--- src/rtl/pc_fetch_unit.sv ---
// PC stage feeding instruction memory: next-PC select, idle/run/halt control, fetch counter.
// Optional PC_BOUNDS_CHECK_EN adds a sticky bound_err that halts on out-of-range targets.
module pc_fetch_unit #(
  parameter logic [31:0] RESET_PC   = 32'h0000_0000,
  parameter int          IMEM_WORDS = 32,
  parameter int          CNT_W      = 16
) (
  input  logic             clk,
  input  logic             rst_n,
  input  logic             run_en,
  input  logic             stall,
  input  logic             halt_req,
  input  logic             branch_taken,
  input  logic [31:0]      branch_off,
  input  logic             jump,
  input  logic [25:0]      jump_idx,
  input  logic             jr,
  input  logic [31:0]      jr_addr,
  output logic [31:0]      pc,
  output logic [31:0]      pc_plus4,
  output logic [1:0]       state,
  output logic             halted,
  output logic             misaligned,
`ifdef PC_BOUNDS_CHECK_EN
  output logic [CNT_W-1:0] fetch_cnt,
  output logic             bound_err
`else
  output logic [CNT_W-1:0] fetch_cnt
`endif
);

  typedef enum logic [1:0] {
    S_IDLE = 2'b00,
    S_RUN  = 2'b01,
    S_HALT = 2'b10
  } state_t;

  // Reject a misaligned reset vector or an empty memory at elaboration time.
  generate
    if (RESET_PC[1:0] != 2'b00 || IMEM_WORDS < 1) begin : g_bad_param
      $error("pc_fetch_unit: RESET_PC must be word aligned and IMEM_WORDS >= 1");
    end
  endgenerate

  state_t           r_state;
  logic [31:0]      r_pc;
  logic [CNT_W-1:0] r_cnt;
  logic             r_misaligned;

  logic [31:0]      w_pc_plus4;
  logic [31:0]      w_br_tgt;
  logic [31:0]      w_j_tgt;
  logic [31:0]      w_next_pc;
  logic             w_jr_misaligned;
  logic             w_oob;

  assign w_pc_plus4      = r_pc + 32'd4;
  assign w_br_tgt        = w_pc_plus4 + (branch_off << 2);
  assign w_j_tgt         = {w_pc_plus4[31:28], jump_idx, 2'b00};
  assign w_jr_misaligned = jr && (jr_addr[1:0] != 2'b00);

  always_comb begin
    w_next_pc = w_pc_plus4;
    if (jr)                w_next_pc = jr_addr;
    else if (jump)         w_next_pc = w_j_tgt;
    else if (branch_taken) w_next_pc = w_br_tgt;
  end

`ifdef PC_BOUNDS_CHECK_EN
  // 33-bit compare so large IMEM_WORDS cannot overflow the byte limit.
  localparam logic [32:0] LIMIT = 33'(IMEM_WORDS) * 33'd4;
  logic r_bound_err;
  assign w_oob     = ({1'b0, w_next_pc} >= LIMIT);
  assign bound_err = r_bound_err;
`else
  assign w_oob = 1'b0;
`endif

  always_ff @(posedge clk or negedge rst_n) begin
    if (!rst_n) begin
      r_state      <= S_IDLE;
      r_pc         <= RESET_PC;
      r_cnt        <= '0;
      r_misaligned <= 1'b0;
`ifdef PC_BOUNDS_CHECK_EN
      r_bound_err  <= 1'b0;
`endif
    end else begin
      case (r_state)
        S_IDLE: begin
          if (halt_req)    r_state <= S_HALT;
          else if (run_en) r_state <= S_RUN;
        end
        S_RUN: begin
          if (halt_req) begin
            r_state <= S_HALT;
          end else if (w_jr_misaligned) begin
            r_misaligned <= 1'b1;
            r_state      <= S_HALT;
          end else if (stall) begin
            // Redirects presented during a stall are dropped; the source re-presents.
            r_pc <= r_pc;
          end else if (w_oob) begin
`ifdef PC_BOUNDS_CHECK_EN
            r_bound_err <= 1'b1;
`endif
            r_state <= S_HALT;
          end else begin
            r_pc <= w_next_pc;
            if (r_cnt != {CNT_W{1'b1}}) r_cnt <= r_cnt + 1'b1;
          end
        end
        default: r_state <= S_HALT;
      endcase
    end
  end

  assign pc         = r_pc;
  assign pc_plus4   = w_pc_plus4;
  assign state      = r_state;
  assign halted     = (r_state == S_HALT);
  assign misaligned = r_misaligned;
  assign fetch_cnt  = r_cnt;

endmodule

--- config.mk ---
export PLATFORM = sky130hd
export DESIGN_NAME = pc_fetch_unit
export DESIGN_NICKNAME = d
export VERILOG_FILES = /design/src/rtl/pc_fetch_unit.sv
export SDC_FILE = /design/constraint.sdc
export NUM_CORES = 1
export LEC_CHECK = 0
export ABC_CLOCK_PERIOD_IN_PS = 9200
export CAP_MARGIN = 20
export CORE_UTILIZATION = 50
export DETAILED_ROUTE_END_ITERATION = 6
export PLACE_DENSITY_LB_ADDON = 0.3
export RECOVER_POWER = 25
export SETUP_SLACK_MARGIN = 0.02
export SLEW_MARGIN = 20
export SYNTH_ARGS = -nofsm -noshare
export SYNTH_HDL_FRONTEND = slang
export SYNTH_SLANG_ARGS = --single-unit
--- constraint.sdc ---
create_clock -name clk -period 9.2 [get_ports clk]
set_clock_uncertainty 0.05 [all_clocks]
set_input_delay 1.38 -clock clk [delete_from_list [all_inputs] [get_ports clk]]
set_output_delay 1.38 -clock clk [all_outputs]
set_load 0.02 [all_outputs]
Yosys cells after proc, flatten, opt, wreduce, memory -nomap -nowiden

Index checks and enable logic that the tools add are counted.

Add/subtract/negate cells: 3
Equality and inequality tests: 5
Multiplexer cells: 8
Bitwise gates (word level): 3
Reductions and logical operators: 7

Operators by type and width:

| operator              | count |
|---|---|
| $mux 32               | 3 |
| $add 32x3->32 const B | 1 |
| $add 32x32->32        | 1 |
| $add 16x1->16 const B | 1 |
| $ne 16x16->1 const B  | 1 |
| $mux 2                | 4 |
| $ne 3x3->1 const B    | 2 |
| $reduce_and 5->1      | 1 |
| $pmux 2 s2            | 1 |
| $reduce_and 4->1      | 1 |
| $not 1->1             | 3 |
| $reduce_and 3->1      | 1 |
| $eq 2x1->1 const B    | 1 |
| $eq 2x2->1 const B    | 1 |
| $logic_not 2->1       | 1 |
| $reduce_and 2->1      | 1 |
| $reduce_bool 2->1     | 1 |
| $logic_and 1x1->1     | 1 |

Register bits after elaboration: 51
Word-level logic and storage cells: 30

Logic depth before layout (Yosys ltp)

Depth after elaboration: 5
Mapped depth: 16
Gate-level depth less buffers: 14

Worst setup path after synthesis

No wires, ideal clock.

Path kind: flip-flop to flip-flop
Start: register r_pc[4] (netlist: pc[4])
End: register r_pc[31] (netlist: pc[31])
Arrival time: 3.824 ns
Slack: 5.249 ns
Cell stages (with the launch flop): 16
Path through: dfrtp_1 -> and4_1 -> clkbuf_1 -> nand4_1 -> nor2_1 -> nand4_1 -> xnor2_1 -> ha_1 -> nand2_1 -> a21oi_1 -> a211oi_1 -> nor3_1 -> a221oi_1 -> o311ai_2 -> xnor2_1 -> o21ai_1

Longest elaborated chain between the ends: 5

Ends and longest elaborated chain:

| element                | RTL line | source |
|---|---|---|
| start, declared        | 46       | `logic [31:0] r_pc;` |
| start signal, assigned | 102      | `r_pc <= r_pc;` |
| start signal, assigned | 109      | `r_pc <= w_next_pc;` |
| $add 32x3->32          | 57       | `assign w_pc_plus4 = r_pc + 32'd4;` |
| via pc_plus4[21]       | 20       | `output logic [31:0] pc_plus4,` |
| $add 32x32->32         | 58       | `assign w_br_tgt = w_pc_plus4 + (branch_off << 2);` |
| $mux 32                | 66       | `else if (branch_taken) w_next_pc = w_br_tgt;` |
| $mux 32                | 65       | `else if (jump) w_next_pc = w_j_tgt;` |
| $mux 32                | 64       | `if (jr) w_next_pc = jr_addr;` |

The timed path passes the listed nets, and every way through them passes these cells.
A chain may end at the register's enable or synchronous reset.

Worst setup path in the final report

Start: register r_pc[4] (netlist: pc[4])
End: output pc_plus4[23]

Longest elaborated chain between the ends: 1

Ends and longest elaborated chain:

| element       | RTL line |
|---|---|
| $add 32x3->32 | 57 |
| end, declared | 20 |

Every way passes these cells.

==> impl_results.md <==
- Endpoints failing setup: 0
- # rows: 36
- MaxCap Viol Count: 1
- Register area share after synthesis: between 20 and 30%
- Reg power frac: 43.1%
- Critical path class: reg2out
- Worst skew pair latency: 0.32 ns
- Routability cong.: a little under 1
- Fin cells: ~940
- Netlist cell types: 64
- Num ports: approximately 180
- Syn_nets: 780
- Syn-to-layout area delta: 39.3%
- Crit path capture type: output pin
- Layout cell share with drive strength beyond 1: 3.21%
- Min-Delay Path Class: reg2reg
- DP Area: between 6000 and 7000 µm²
- Hold slack: roughly 0.43 ns
- Final ANT Viol Nets: 0
- Initial antenna violation count: 0
- Die height: between 100 and 150 µm
- Final setup TNS: 0 ns
- Status: finished, violations left
- Fmax: between 200 and 250 MHz
- Internal: around 0.00036 W
- CTS Buf Count: 5
- Multi-input logic area: 3620 µm²
- Primary FF master, synth: dfrtp_1
- HPWL after DPL: ~14000 µm
- Clock sink count: between 50 and 60
- Vias: 5951
- Placed cells: between 900 and 1000
- DRC: 0
- Ys async rst share: 100%
- ANT cells: 0
- Slowest-stage cell, CP: clkdlybuf4s50_1
- Total Routing Usage GR: a little over a third
- CP cell instances: and4_1 > nand4_1 > nor2_1 > nand3_1 > xnor2_1 > clkdlybuf4s50_1
- CTS resizes: 0
- Power share of the clock group: between 20 and 30%
- P_leak: around 3.0 nW
- Slew Viols, Final: 52
- Final wirelength: between 15000 and 20000 µm
- Register bit total from synthesis: 51
- Pwr dens: around 75 nW/µm²
- Seq. cell area: around 1300 µm²
- Global-route wire length before repair: around 28000 µm
- IO Port Bufs: approximately 180
- Delay-heaviest family, CP: simple AND/OR/NAND/NOR gates
- Logic gate share of total power: between 20% and 30%
- Mapped Area: around 5100 µm²
- CTS Buffer Depth: 2
- Vias per inst: 6.32
- Worst slew pin tran: 2.81 ns
- WL per Instance: 19.2 µm
- WP data arrival: between 3 and 4 ns
- Crit start category: flip-flop
- Clock root cell: clkbuf_8
- H-tree depth: 2
- # nets final: roughly 950
- Grt ovf: 0
- Syn avg cell area: around 7.9 µm²
- P_sw: 0.000172 W
- Design area: between 7000 and 8000 µm²
- Full die area: between 10000 and 15000 µm²
- Post-layout min period: ~4.6 ns
- Max_slew headroom: -87.5%
- Largest stage delay, worst path: between 0.7 and 0.8 ns
- Clock-pin slew on the worst setup and hold paths: 0.10 ns
- Synth warn: 0
- Bufs and invs on worst path: 1
- Max VDD drop: between 70 and 80 µV
- Die width: ~100 µm
- Core Box Area: 9770 µm²
- Vias in the first global route: about 5700
- Pre-Repair DR Iteration Count: 5
- CTS tree: yes
- Worst-path maximum fanout: 7
- RSZ-0062 raised after global routing: false
- Final Hold Violating Endpoints: 0
- Largest net degree at the start of global routing: 52
- Final period utilization: 49.5%
- Post-synth EDFFs: 0
- Switch share: approximately a third
- Synth Instances: 643
- Violated checks: max-capacitance violations, max-slew violations
- Initial drt markers: ~750
- Initial Utilization: slightly above 50%
- # fillers: about 790
- Hold_buf cts: 0
- Post-CTS setup buffer count: 0
- Critical Path RT: about 8 ns
==> stage by stage <==
stage	setup slack (ns)	total power [W]	utilization, %
after floorplan	5.25	0.000309	-
after global placement	4.39	0.000384	71.1
after detailed placement	4.26	0.000387	71.1
after CTS	4.60	0.000526	72.1
after global routing	4.49	0.000552	72.1
final	4.64	0.000531	72.1
==> path summary, 6_finish.rpt <==
check,startpoint,end,slack [ns],cells after the start
setup / recovery,pc[4],pc_plus4[23],4.64,6
hold / removal,misaligned,misaligned,0.43,1
setup reg to reg,pc[4],pc[31],4.92,14
hold reg to reg,misaligned,misaligned,0.43,1
max in group asynchronous,rst_n,pc[6],5.51,2
min in group asynchronous,rst_n,pc[30],2.01,2
==> synthesized netlist by cell type, types with 5 or more instances <==
cell	instances	share of area (%)
dfrtp_1	51	25
o21bai_1	5	0.74
o21ai_0	35	3.5
o221ai_1	7	1.2
xnor2_1	38	6.6
xor2_1	24	4.2
nor2_1	58	4.3
a31oi_1	12	1.5
or3_1	9	1.1
o211ai_1	6	0.89
and4_1	9	1.6
clkbuf_1	24	1.8
a211oi_1	8	1.2
nor3_1	17	1.7
a21o_1	15	2.2
and2_1	6	0.74
nand2_1	73	5.4
o22ai_1	5	0.62
a21oi_1	60	5.9
nand4_1	15	1.9
ha_1	38	9.4
and3_1	16	2.0
nand3_1	26	2.6
inv_1	12	0.89
mux2i_1	10	2.0
==> layout by cell type, fill, tap and decap left out, types with 15 or more instances in the layout <==
cell / instances
nor3_1: 16
nand2_1: 73
and3_1: 16
a21o_1: 15
nand4_1: 15
nand3_1: 26
o21ai_0: 35
dfrtp_1: 51
ha_1: 38
a21oi_1: 60
xor2_1: 24
clkdlybuf4s50_1: 178
nor2_1: 58
xnor2_1: 38
==> power by group through the flow <==
stage          Clock [W]  Combinational [W]  Sequential [W]
2_1_floorplan          0          0.0000742        0.000235
3_3_place_gp           0           0.000151        0.000233
3_5_place_dp           0           0.000154        0.000233
4_1_cts         0.000143           0.000155        0.000229
5_1_grt         0.000154           0.000169        0.000229
6_report        0.000143           0.000158        0.000229
==> registers in the layout (all words and copies together) (netlist names) <==
name,cells
fetch_cnt,16
misaligned,1
pc,32
state,2
==> layer usage <==
metal | global-route usage, % | vias to the layer above | wire, µm
met2 | 54.8 | 364 | 8190
met3 | 7.39 | 64 | 2070
met1 | 46.9 | 2807 | 7180
li1 | - | 2716 | -
met5 | 0 | - | 0
met4 | 14.4 | 0 | 616
==> final cells by class <==
cell class / count / area share (%)
Tap cell: 133 / 2.36
Timing Repair Buffer: 186 / 26.0
Sequential cell: 51 / 18.1
Clock buffer: 5 / 0.977
Multi-Input combinational cell: 551 / 51.4
Inverter: 13 / 0.692
Clock inverter: 3 / 0.373
==> logic make-up (layout without fill, tap and decap cells) <==
| logic type | Yosys count | after routing | share of synthesized area [%] |
|---|---|---|---|
| compound gates | 195 | 195 | 25.4 |
| xor+xnor | 62 | 62 | 10.7 |
| fa+ha+maj | 39 | 39 | 9.80 |
| buf+inv | 41 | 207 | 3.19 |
| flops | 51 | 51 | 25.2 |
| mux | 12 | 12 | 2.42 |
| simple gates | 243 | 243 | 23.2 |
Note: power is estimated with default switching activity, not from simulation.
